**config.mk**
```make
export PLATFORM = sky130hd
export DESIGN_NAME = usb_reg_bank
export DESIGN_NICKNAME = d
export VERILOG_FILES = /design/src/rtl/usb_reg_bank.sv
export SDC_FILE = /design/constraint.sdc
export NUM_CORES = 1
export LEC_CHECK = 0
export CORE_MARGIN = 2
export CORE_UTILIZATION = 40
export DETAILED_ROUTE_END_ITERATION = 8
export GPL_TIMING_DRIVEN = 0
export PLACE_DENSITY_LB_ADDON = 0.2
export SYNTH_ARGS = -nofsm -noshare
export SYNTH_HDL_FRONTEND = slang
export SYNTH_SLANG_ARGS = --single-unit
export TNS_END_PERCENT = 50
```
**constraint.sdc**
```tcl
create_clock -name clk -period 2.1 [get_ports clk]
set_input_delay 0.315 -clock clk [delete_from_list [all_inputs] [get_ports clk]]
set_output_delay 0.315 -clock clk [all_outputs]
set_load 0.01 [all_outputs]
```
**src/rtl/usb_reg_bank.sv**
```systemverilog
// rtl/usb_reg_bank.sv - packet-written register bank with MSB-first shadow load and readback
module usb_reg_bank #(
    parameter int             NUM_REGS  = 4,
    parameter int             REG_BYTES = 8,
    parameter logic [7:0]     BASE_ADDR = 8'h00,
    localparam int            IDX_W     = (NUM_REGS > 1) ? $clog2(NUM_REGS) : 1,
    localparam int            RW        = REG_BYTES * 8
) (
    input  logic                   clk,
    input  logic                   rst,
    input  logic [7:0]             d,
    input  logic                   d_asserted,
    output logic [NUM_REGS*RW-1:0] q_all,
    output logic [NUM_REGS-1:0]    wr_stb,
    output logic                   err_addr,
    output logic                   err_len,
    output logic                   busy,
    input  logic [IDX_W-1:0]       rd_idx,
    output logic [RW-1:0]          rd_data
);
    localparam logic [0:0] S_IDLE = 1'b0;
    localparam logic [0:0] S_DATA = 1'b1;
    localparam int         CW     = $clog2(REG_BYTES + 2);
    localparam logic [8:0] ADDR_LO = {1'b0, BASE_ADDR};
    localparam logic [8:0] ADDR_HI = ADDR_LO + 9'(NUM_REGS - 1);

    logic [0:0]          state_q, state_d;
    logic [7:0]          addr_q, addr_d;
    logic [RW-1:0]       shadow_q, shadow_d;
    logic [CW-1:0]       count_q, count_d;
    logic [RW-1:0]       regs_q [NUM_REGS];
    logic [RW-1:0]       regs_d [NUM_REGS];
    logic [NUM_REGS-1:0] wr_stb_q, wr_stb_d;
    logic                err_addr_q, err_addr_d;
    logic                err_len_q, err_len_d;
    logic [RW-1:0]       rd_data_q, rd_data_d;

    logic                addr_ok;
    logic [IDX_W-1:0]    idx;

    // 9-bit compare so BASE_ADDR+NUM_REGS-1 past 8'hFF cannot wrap
    assign addr_ok = ({1'b0, addr_q} >= ADDR_LO) && ({1'b0, addr_q} <= ADDR_HI);
    assign idx     = IDX_W'(addr_q - BASE_ADDR);

    always_comb begin
        state_d    = state_q;
        addr_d     = addr_q;
        shadow_d   = shadow_q;
        count_d    = count_q;
        regs_d     = regs_q;
        wr_stb_d   = '0;
        err_addr_d = 1'b0;
        err_len_d  = 1'b0;
        rd_data_d  = '0;
        if (int'(rd_idx) < NUM_REGS) begin
            rd_data_d = regs_q[rd_idx];
        end

        case (state_q)
            S_IDLE: begin
                if (d_asserted) begin
                    addr_d   = d;
                    shadow_d = '0;
                    count_d  = '0;
                    state_d  = S_DATA;
                end
            end
            default: begin
                if (d_asserted) begin
                    for (int b = 0; b < REG_BYTES; b++) begin
                        if (count_q == CW'(b)) begin
                            shadow_d[RW-1-8*b -: 8] = d;
                        end
                    end
                    // Saturating one past full keeps overlong packets distinguishable
                    if (count_q != CW'(REG_BYTES + 1)) begin
                        count_d = count_q + 1'b1;
                    end
                end else begin
                    state_d = S_IDLE;
                    if (!addr_ok) begin
                        err_addr_d = 1'b1;
                    end else if (count_q == CW'(REG_BYTES)) begin
                        regs_d[idx]   = shadow_q;
                        wr_stb_d[idx] = 1'b1;
                    end else begin
                        err_len_d = 1'b1;
                    end
                end
            end
        endcase
    end

    always_ff @(posedge clk) begin
        if (rst) begin
            state_q    <= S_IDLE;
            addr_q     <= '0;
            shadow_q   <= '0;
            count_q    <= '0;
            wr_stb_q   <= '0;
            err_addr_q <= 1'b0;
            err_len_q  <= 1'b0;
            rd_data_q  <= '0;
            for (int i = 0; i < NUM_REGS; i++) begin
                regs_q[i] <= '0;
            end
        end else begin
            state_q    <= state_d;
            addr_q     <= addr_d;
            shadow_q   <= shadow_d;
            count_q    <= count_d;
            wr_stb_q   <= wr_stb_d;
            err_addr_q <= err_addr_d;
            err_len_q  <= err_len_d;
            rd_data_q  <= rd_data_d;
            for (int i = 0; i < NUM_REGS; i++) begin
                regs_q[i] <= regs_d[i];
            end
        end
    end

    always_comb begin
        q_all = '0;
        for (int i = 0; i < NUM_REGS; i++) begin
            q_all[i*RW +: RW] = regs_q[i];
        end
    end

    assign wr_stb   = wr_stb_q;
    assign err_addr = err_addr_q;
    assign err_len  = err_len_q;
    assign busy     = (state_q == S_DATA);
    assign rd_data  = rd_data_q;
endmodule
```
== Yosys cells after proc, flatten, opt, wreduce, memory -nomap -nowiden ==
Index checks and enable logic that the tools add are counted.

* Bits in registers: 403
* Bits of input ports: 13
* Output and inout bits: 327
* Logic and storage cells: 93

* $add $sub $neg: 1
* Magnitude comparators: 6
* Eq/ne operators: 18
* Muxes and demuxes: 26
* Bitwise gates (word level): 6
* Reductions and logical operators: 17

{| class="wikitable"
|+ Operators by type and width
! kind !! number
|-
| 64-bit two-way mux || 6
|-
| 256-bit bitwise mux || 1
|-
| 64-bit binary-select mux with 2-bit select || 1
|-
| 64-bit demux with 2-bit select || 1
|-
| 8-bit two-way mux || 8
|-
| 2-bit AND reduction || 10
|-
| 2-bit by 1-bit inequality test with 1-bit output (second input constant) || 9
|-
| 4-bit by 3-bit equality test with 1-bit output (second input constant) || 4
|-
| 4-bit two-way mux || 4
|-
| 4-bit by 2-bit equality test with 1-bit output (second input constant) || 2
|-
| 8-bit by 2-bit less-or-equal comparator with 1-bit output (second input constant) || 1
|-
| 3-bit greater-or-equal comparator (second input constant) || 2
|-
| 2-bit inverter with 3-bit output || 2
|-
| 5-bit OR reduction || 1
|-
| 4-bit by 1-bit adder with 4-bit output (second input constant) || 1
|-
| 4-bit by 1-bit equality test with 1-bit output (second input constant) || 1
|-
| 4-bit equality test (second input constant) || 1
|-
| 4-bit zero test || 1
|-
| 1-bit two-way mux || 4
|-
| 4-bit inequality test (second input constant) || 1
|-
| 1-bit inverter || 4
|-
| 4-bit AND reduction || 1
|-
| 4-bit OR reduction || 1
|-
| 2-bit by 3-bit less-than comparator with 1-bit output (second input constant) || 1
|-
| 5 further kinds || 6
|}

== Logic depth before layout (Yosys ltp) ==
Gate-level depths: netlist of run 1.

* Word-level depth: 6
* Gate-level depth with buffers: 7
* Gate-level depth less buffers: 5

== Least setup slack after synthesis of run 1 ==
OpenSTA, ideal clock, no wires.

* Path type: reg2reg
* Start: register count_q[0]
* End: register regs_q, in the netlist q_all[0]
* Setup time: 0.072 ns
* Arrival time: 1.534 ns
* Data required time: 2.028 ns
* Setup slack: 0.495 ns
* Stages on the path, launching flop included: 8
* Path buffers: 2
* Period minus slack after synthesis: 1.605 ns
* Cells stage by stage: dfxtp_1 -> inv_1 -> ha_1 -> and3b_1 -> and4_4 -> buf_12 -> buf_12 -> mux2i_1

* Word-level cells in the longest chain between the ends: 2

{| class="wikitable"
|+ Ends and longest elaborated chain
! element !! RTL line !! RTL
|-
| from (decl) || 30 || <nowiki>logic [CW-1:0] count_q, count_d;</nowiki>
|-
| from (signal assigned) || 111 || <nowiki>count_q <= count_d;</nowiki>
|-
| 4-bit equality test || 83 || <nowiki>end else if (count_q == CW'(REG_BYTES)) begin</nowiki>
|-
| 4-bit AND reduction (no line) || - ||
|-
| to (signal, indexed assignment) || 117 || <nowiki>regs_q[i] <= regs_d[i];</nowiki>
|-
| to (decl) || 31 || <nowiki>logic [RW-1:0] regs_q [NUM_REGS];</nowiki>
|}

Every way passes these cells.
A chain may end at the register's enable or synchronous reset.

== Final worst setup path of run 1 ==
* Start: register count_q[0]
* End: register regs_q, in the netlist q_all[84]

The elaborated chain is that of the path after synthesis.

==> results.cfg, run 1 <==
[setup_path]
arrival_ns = 2.40
crit_required_ns = 2.57
critPathKind = reg2reg
cp_top_family = buffers and inverters
critPathSlowestCell = dfxtp_1
crit_path_start_kind = flop
critPathCaptureType = flop
path_common_cell = buf_6
max_stage_delay_ns = 0.39
path_cells = inv_1 -> ha_1 -> and3b_1 -> nand4_1 -> buf_6 -> buf_6 -> mux2i_1
cp_num_buf_inv = 3
cp_max_fo = 10

[floorplan]
dieWidth_um = 209.3
num_io_pins = 340
chipHeight_um = 209.3
core_mm2 = 0.04176
row_count = 75
die-area_mm2 = 0.04382
start_util_pct = 40.39

[drt]
drc = 0
ant_nets = 0
drt-total-wl_mm = 49.75
routed-via-count = 12470
vias_per_cell = 5.033
drt_pass1_iterations = 5
drt_iter0_drc = 496
wl_per_cell_um = 20.08

[global_routing]
grt_remaining_overflow = 0
grt_pass1_vias = 12750
grt_antenna_before_repair = 3
track_usage_pct = 22.37
grt_pass1_wl_mm = 76.09
grt_max_degree = 13

[clock_tree]
clock_path_buffers = 3
h-tree-depth = 2
cts-resized-gates = 0
clockRootBuffer = clkbuf_16
numCtsBuffers = 45
cts_tree = done
hold_buffers = 0
clkSlewWorstSetupHoldPaths_ns = 0.06
clock-sinks = 403
insertion_delay_ns = 0.55
post_cts_buffers = 0

[timing]
slew-limit-headroom_pct = 29.47
clock.fmax_mhz = 517.2
fin_ws_ns = 0.1664
setup_violations = 0
period_needed_ns = 1.934
finClkSkew_ns = 0.01043
hold_viol_final = 0
tightest_slew_ns = 1.058
finalCritPeriodShare_pct = 92.07
grt_setup_unrepaired = no
slew_violations = 0

[synth]
synth-compound-area-share_pct = 2.441
synthArstFlopShare_pct = 0
syn-instance-count = 1527
synth_cell_type_count = 38
synth_edf_count = 0
synth_mux_area_share_pct = 23.74
yosysWarnings = 0
syn_nets = 1544
ys_seq_elements = 403
synthXorXnorAreaFrac_pct = 0
synthSimpleGateAreaFrac_pct = 20.70
yosys.area_share.adder_pct = 0.2967
synth_top_family_by_area = multiplexers
synth_ff_type = dfxtp_1
synth.cell_area_mm2 = 0.01687
avgSynthCellArea_um2 = 11.05
ys_seq_area_share_pct = 47.83

[layout]
finalNetCount = 1927
layout_commonest_cell = dfxtp_1
n_fill_cell = 3693
drive_above_1_share_pct = 10.78
syn_to_final_growth_pct = 32.56
mostFrequentLayoutCells = dfxtp_1 (403), clkdlybuf4s50_1 (336), nand2b_1 (321), mux2i_1 (256), nand2_1 (82)
diodes = 0

[placement]
dp_slack_ns = -0.2057
dp_hpwl_mm = 36.16
port_buffers = 336
place_congestion = 0.8119

[outcome]
outcome = complete, no violations

[power_and_ir_drop]
p_seq_share_pct = 47.9
power_switching_share_pct = 21.63
clockPowerShare_pct = 48.5
comb_power_share_pct = 3.7
p_leak_nw = 8.783
vdd_drop_max_mv = 0.4436
p_int_mw = 12.56
p_total_mw = 16.02
p_switching_mw = 3.465
power_density_mw_per_mm2 = 716.7

[hold_path]
hp-class = in2reg

[flow_run]
maxCapViolCount = 0
metrics by stage:
| stage | instance area (µm²) | setup TNS (ns) | hold slack [ns] | cells | utilization (%) |
|---|---|---|---|---|---|
| finish | 22360 | 0 | 0.3367 | 2478 | 53.54 |
| detailed placement | 20900 | -10.24 | 0.4548 | 2402 | 50.06 |
| global route | 22360 | 0 | 0.3270 | 2478 | 53.54 |
| CTS | 22350 | 0 | 0.2999 | 2478 | 53.51 |
| global placement | 20900 | -5.599 | 0.4469 | 2402 | 50.06 |
| floorplan | 16870 | 0 | 0.4363 | 1527 | - |
logic make-up (layout without fill, tap and decap cells):
family                     after synthesis  count (layout)
adders and majority gates                4               4
buffers and inverters                  135             547
and+or+nand+nor                        584             584
muxes                                  320             320
AOI/OAI and AO/OA                       81              81
DFF                                    403             403
metal layers:
layer / GRT usage, % / wire length (µm) / vias to the layer above
li1: - / - / 5985
met1: 29.16 / 22380 / 6096
met2: 37.36 / 23600 / 311
met3: 4.459 / 2460 / 74
met4: 7.192 / 1279 / 6
met5: 0 / 32 / -
cell usage after synthesis, types with 2 or more instances:
| master | count | share of area (%) |
|---|---|---|
| dfxtp_1 | 403 | 48 |
| nand2b_1 | 321 | 12 |
| mux2i_1 | 256 | 15 |
| nand2_1 | 82 | 1.8 |
| a21oi_1 | 75 | 2.2 |
| nor2b_1 | 66 | 2.4 |
| mux4_2 | 64 | 8.5 |
| nand3_1 | 64 | 1.9 |
| clkbuf_1 | 61 | 1.4 |
| buf_2 | 25 | 0.74 |
| buf_6 | 18 | 1.2 |
| buf_4 | 11 | 0.49 |
| clkbuf_2 | 10 | 0.30 |
| and2_1 | 8 | 0.30 |
| buf_12 | 7 | 0.83 |
| nand4b_1 | 7 | 0.36 |
| and4b_1 | 6 | 0.36 |
| nand4_1 | 6 | 0.22 |
| and4bb_2 | 4 | 0.30 |
| ha_1 | 4 | 0.30 |
| nand4bb_1 | 4 | 0.27 |
| inv_1 | 3 | 0.067 |
| nor2_1 | 3 | 0.067 |
| o21ai_0 | 3 | 0.089 |
| nor3b_1 | 2 | 0.089 |
| nor4bb_1 | 2 | 0.12 |
tightest hold or removal path, delay by kind of cell:
kind                   cells  cell delay (ns)
AND/OR/NAND/NOR            1             0.06
buffers and inverters      1             0.41
AO/OA/AOI/OAI              1             0.05
path summary, 6_finish.rpt:
path / startpoint / to / slack, ns / cells after the start
min reg2reg: addr_q[3]$_SDFFE_PP0P_ / addr_q[3]$_SDFFE_PP0P_ / 0.46 / 2
max: count_q[0]$_SDFFE_PP0P_ / q_all[84]$_SDFFE_PP0P_ / 0.17 / 7
max reg2reg: count_q[0]$_SDFFE_PP0P_ / q_all[84]$_SDFFE_PP0P_ / 0.17 / 7
min: d[1] / addr_q[1]$_SDFFE_PP0P_ / 0.34 / 3
registers in the layout, indices dropped and copies added (netlist names):
| name | count |
|---|---|
| err_len | 1 |
| q_all | 256 |
| err_addr | 1 |
| busy | 1 |
| addr_q | 8 |
| wr_stb | 4 |
| rd_data | 64 |
| shadow_q | 64 |
| count_q | 4 |
cell type report:
cell class / count / area [µm²] / share of cell area, %
sequential: 403 / 8068 / 36.08
multi-input combinational: 989 / 7958 / 35.59
timing repair buffer: 336 / 3363 / 15.04
clock buffer: 66 / 1315 / 5.882
buffer: 132 / 840.8 / 3.761
tap: 539 / 674.4 / 3.016
clock inverter: 10 / 127.6 / 0.5708
inverter: 3 / 11.26 / 0.05037
power groups by stage:
stage	Combinational, mW	Sequential, mW	Clock [mW]
finish	0.587	7.67	7.76
global route	0.634	7.67	8.23
CTS	0.596	7.67	7.93
detailed placement	0.594	7.84	0
global placement	0.588	7.84	0
floorplan	0.387	7.84	0
No activity file was read; power rests on OpenSTA's default activity.
==> run 2: changes to the inputs <==
--- a/config.mk
+++ b/config.mk
@@ -10,6 +10,7 @@
 export DETAILED_ROUTE_END_ITERATION = 8
 export GPL_TIMING_DRIVEN = 0
 export PLACE_DENSITY_LB_ADDON = 0.2
+export REMOVE_ABC_BUFFERS = 1
 export SYNTH_ARGS = -nofsm -noshare
 export SYNTH_HDL_FRONTEND = slang
 export SYNTH_SLANG_ARGS = --single-unit
==> run 2 against run 1 <==
Core utilization decreased by 0.11 points. Sequential cell count stayed put. Global-route usage shrank 1.8 points. First-iteration DRC count grew 30%. Routed wire length down 8.2%.
==> results.cfg, run 2 (same netlist as run 1, synthesis figures left out) <==
[clock_tree]
clock_path_buffers = 3
cts_tree = done
numCtsBuffers = 45
clock-sinks = 403
insertion_delay_ns = 0.58
h-tree-depth = 2
clockRootBuffer = clkbuf_16
clkSlewWorstSetupHoldPaths_ns = 0.06

[global_routing]
grt_antenna_before_repair = 1
grt_pass1_vias = 12050
grt_remaining_overflow = 0
track_usage_pct = 20.59
grt_pass1_wl_mm = 71.30
grt_max_degree = 169

[placement]
placed_area_mm2 = 0.02060
place_congestion = 0.7241
placedCellCount = 2299
port_buffers = 339
dp_hpwl_mm = 30.14

[power_and_ir_drop]
vdd_drop_max_mv = 0.6341
power_density_mw_per_mm2 = 718.0
p_leak_nw = 8.735

[flow_run]
maxCapViolCount = 0

[timing]
finalCritPeriodShare_pct = 95.74
slew_violations = 0
tightest_slew_ns = 0.9143
hold_viol_final = 0
setup_violations = 0
clock.fmax_mhz = 497.4
finClkSkew_ns = 0.02123
slew-limit-headroom_pct = 39.05
period_needed_ns = 2.010
setup-tns-final_ns = 0
grt_setup_unrepaired = no

[layout]
stdcell_area_mm2 = 0.02231
layout.cells.non_filler = 2399
finalNetCount = 1845
drive_above_1_share_pct = 10.97
n_fill_cell = 3704
mostFrequentLayoutCells = dfxtp_1 (398), clkdlybuf4s50_1 (335), nand2b_1 (320), mux2i_1 (256), nand2_1 (82)
largest_reg_flops = 256
layout_commonest_cell = dfxtp_1
syn_to_final_growth_pct = 32.28

[setup_path]
cp_max_fo = 24
critPathSlowestCell = clkdlybuf4s50_1
crit_required_ns = 1.78
critPathKind = reg2out
cp_num_buf_inv = 1
crit_path_start_kind = flop
max_stage_delay_ns = 0.64
arrival_ns = 1.70
critPathCaptureType = output port
path_cells = clkdlybuf4s50_1
cp_top_family = buffers and inverters

[drt]
drt_iter0_drc = 643
routed-via-count = 12030
wl_per_cell_um = 19.03
vias_per_cell = 5.016
ant_nets = 0
drt-total-wl_mm = 45.66
drt_pass1_iterations = 5
drc = 0

[floorplan]
dieWidth_um = 209.3
start_util_pct = 40.39
row_count = 75
core_mm2 = 0.04176
num_io_pins = 340
chipHeight_um = 209.3
die-area_mm2 = 0.04382

[outcome]
outcome = complete, no violations

[hold_path]
hp-class = in2reg
[run 2: cell types whose count changed in the layout (fill, tap and decap cells not counted), sizes merged]
| cell | change |
|---|---|
| inv | +2 |
| clkdlybuf4s50 | -1 |
| clkinvlp | +1 |
| buf | -12 |
| bufinv | -2 |
| and4 | +1 |
| diode | +1 |
| clkbuf | -70 |
| clkinv | +1 |
[run 2: routing by layer]
layer / routed length (µm) / global-route usage, % / vias up
met5: 13 / 0 / -
met4: 1008 / 6.182 / 2
met3: 2462 / 4.444 / 61
met2: 21200 / 33.60 / 290
met1: 20980 / 27.46 / 5879
li1: - / - / 5802
[run 2: path summary, 6_finish.rpt]
check / slack (ns) / from / cells after the start / to
setup / recovery: 0.09 / busy$_SDFF_PP0_ / 1 / busy
hold / removal: 0.22 / rst / 2 / rd_data[53]$_SDFF_PP0_
setup reg to reg: 0.09 / count_q[0]$_SDFFE_PP0P_ / 7 / q_all[40]$_SDFFE_PP0P_
hold reg to reg: 0.47 / shadow_q[46]$_SDFFE_PP0P_ / 2 / shadow_q[46]$_SDFFE_PP0P_
[run 2: cell type report]
| class | instances | area, µm² | area share [%] |
|---|---|---|---|
| Inverter | 3 | 11.26 | 0.05047 |
| Clock buffer | 66 | 1368 | 6.129 |
| Timing Repair Buffer | 385 | 4069 | 18.24 |
| Sequential cell | 403 | 8079 | 36.21 |
| Tap cell | 539 | 674.4 | 3.023 |
| Clock inverter | 12 | 100.1 | 0.4486 |
| Multi-Input combinational cell | 990 | 8008 | 35.89 |
| Antenna cell | 1 | 2.502 | 0.01122 |
[run 2: metrics by stage]
step	util [%]	worst slack [ns]	power, mW	hold slack [ns]
after floorplan	-	-2.250	8.059	0.3817
after global placement	48.14	-9.136	8.455	0.4492
after detailed placement	49.33	-1.575	8.360	0.4510
after CTS	53.18	-0.01900	16.23	0.2368
after global routing	53.43	0.003400	16.55	0.2777
final	53.43	0.08956	16.02	0.2198
[run 2: worst reg2reg max path, cell delays in order, from the launching register on]
cell and delay, ns:
dfxtp_2 0.34, inv_1 0.14, ha_4 0.21, and3b_2 0.26
buf_4 0.14, buf_12 0.09, and4_4 0.51, mux2i_1 0.24
[run 2: timing repair]
action | CTS | global route
hold buffers | 0 | 0
pin swaps | 3 | 2
endpoints found under the hold margin | 0 | 0
setup buffers | 9 | 12
setup endpoints to repair | 312 | 118
gates resized for setup | 12 | 8
gates cloned | 1 | 0
[run 2: where the power goes]
group | internal (mW) | switching, mW
Combinational | 0.214 | 0.310
Sequential | 7.66 | 0.0205
Clock | 4.62 | 3.19
Total | 12.5 | 3.52
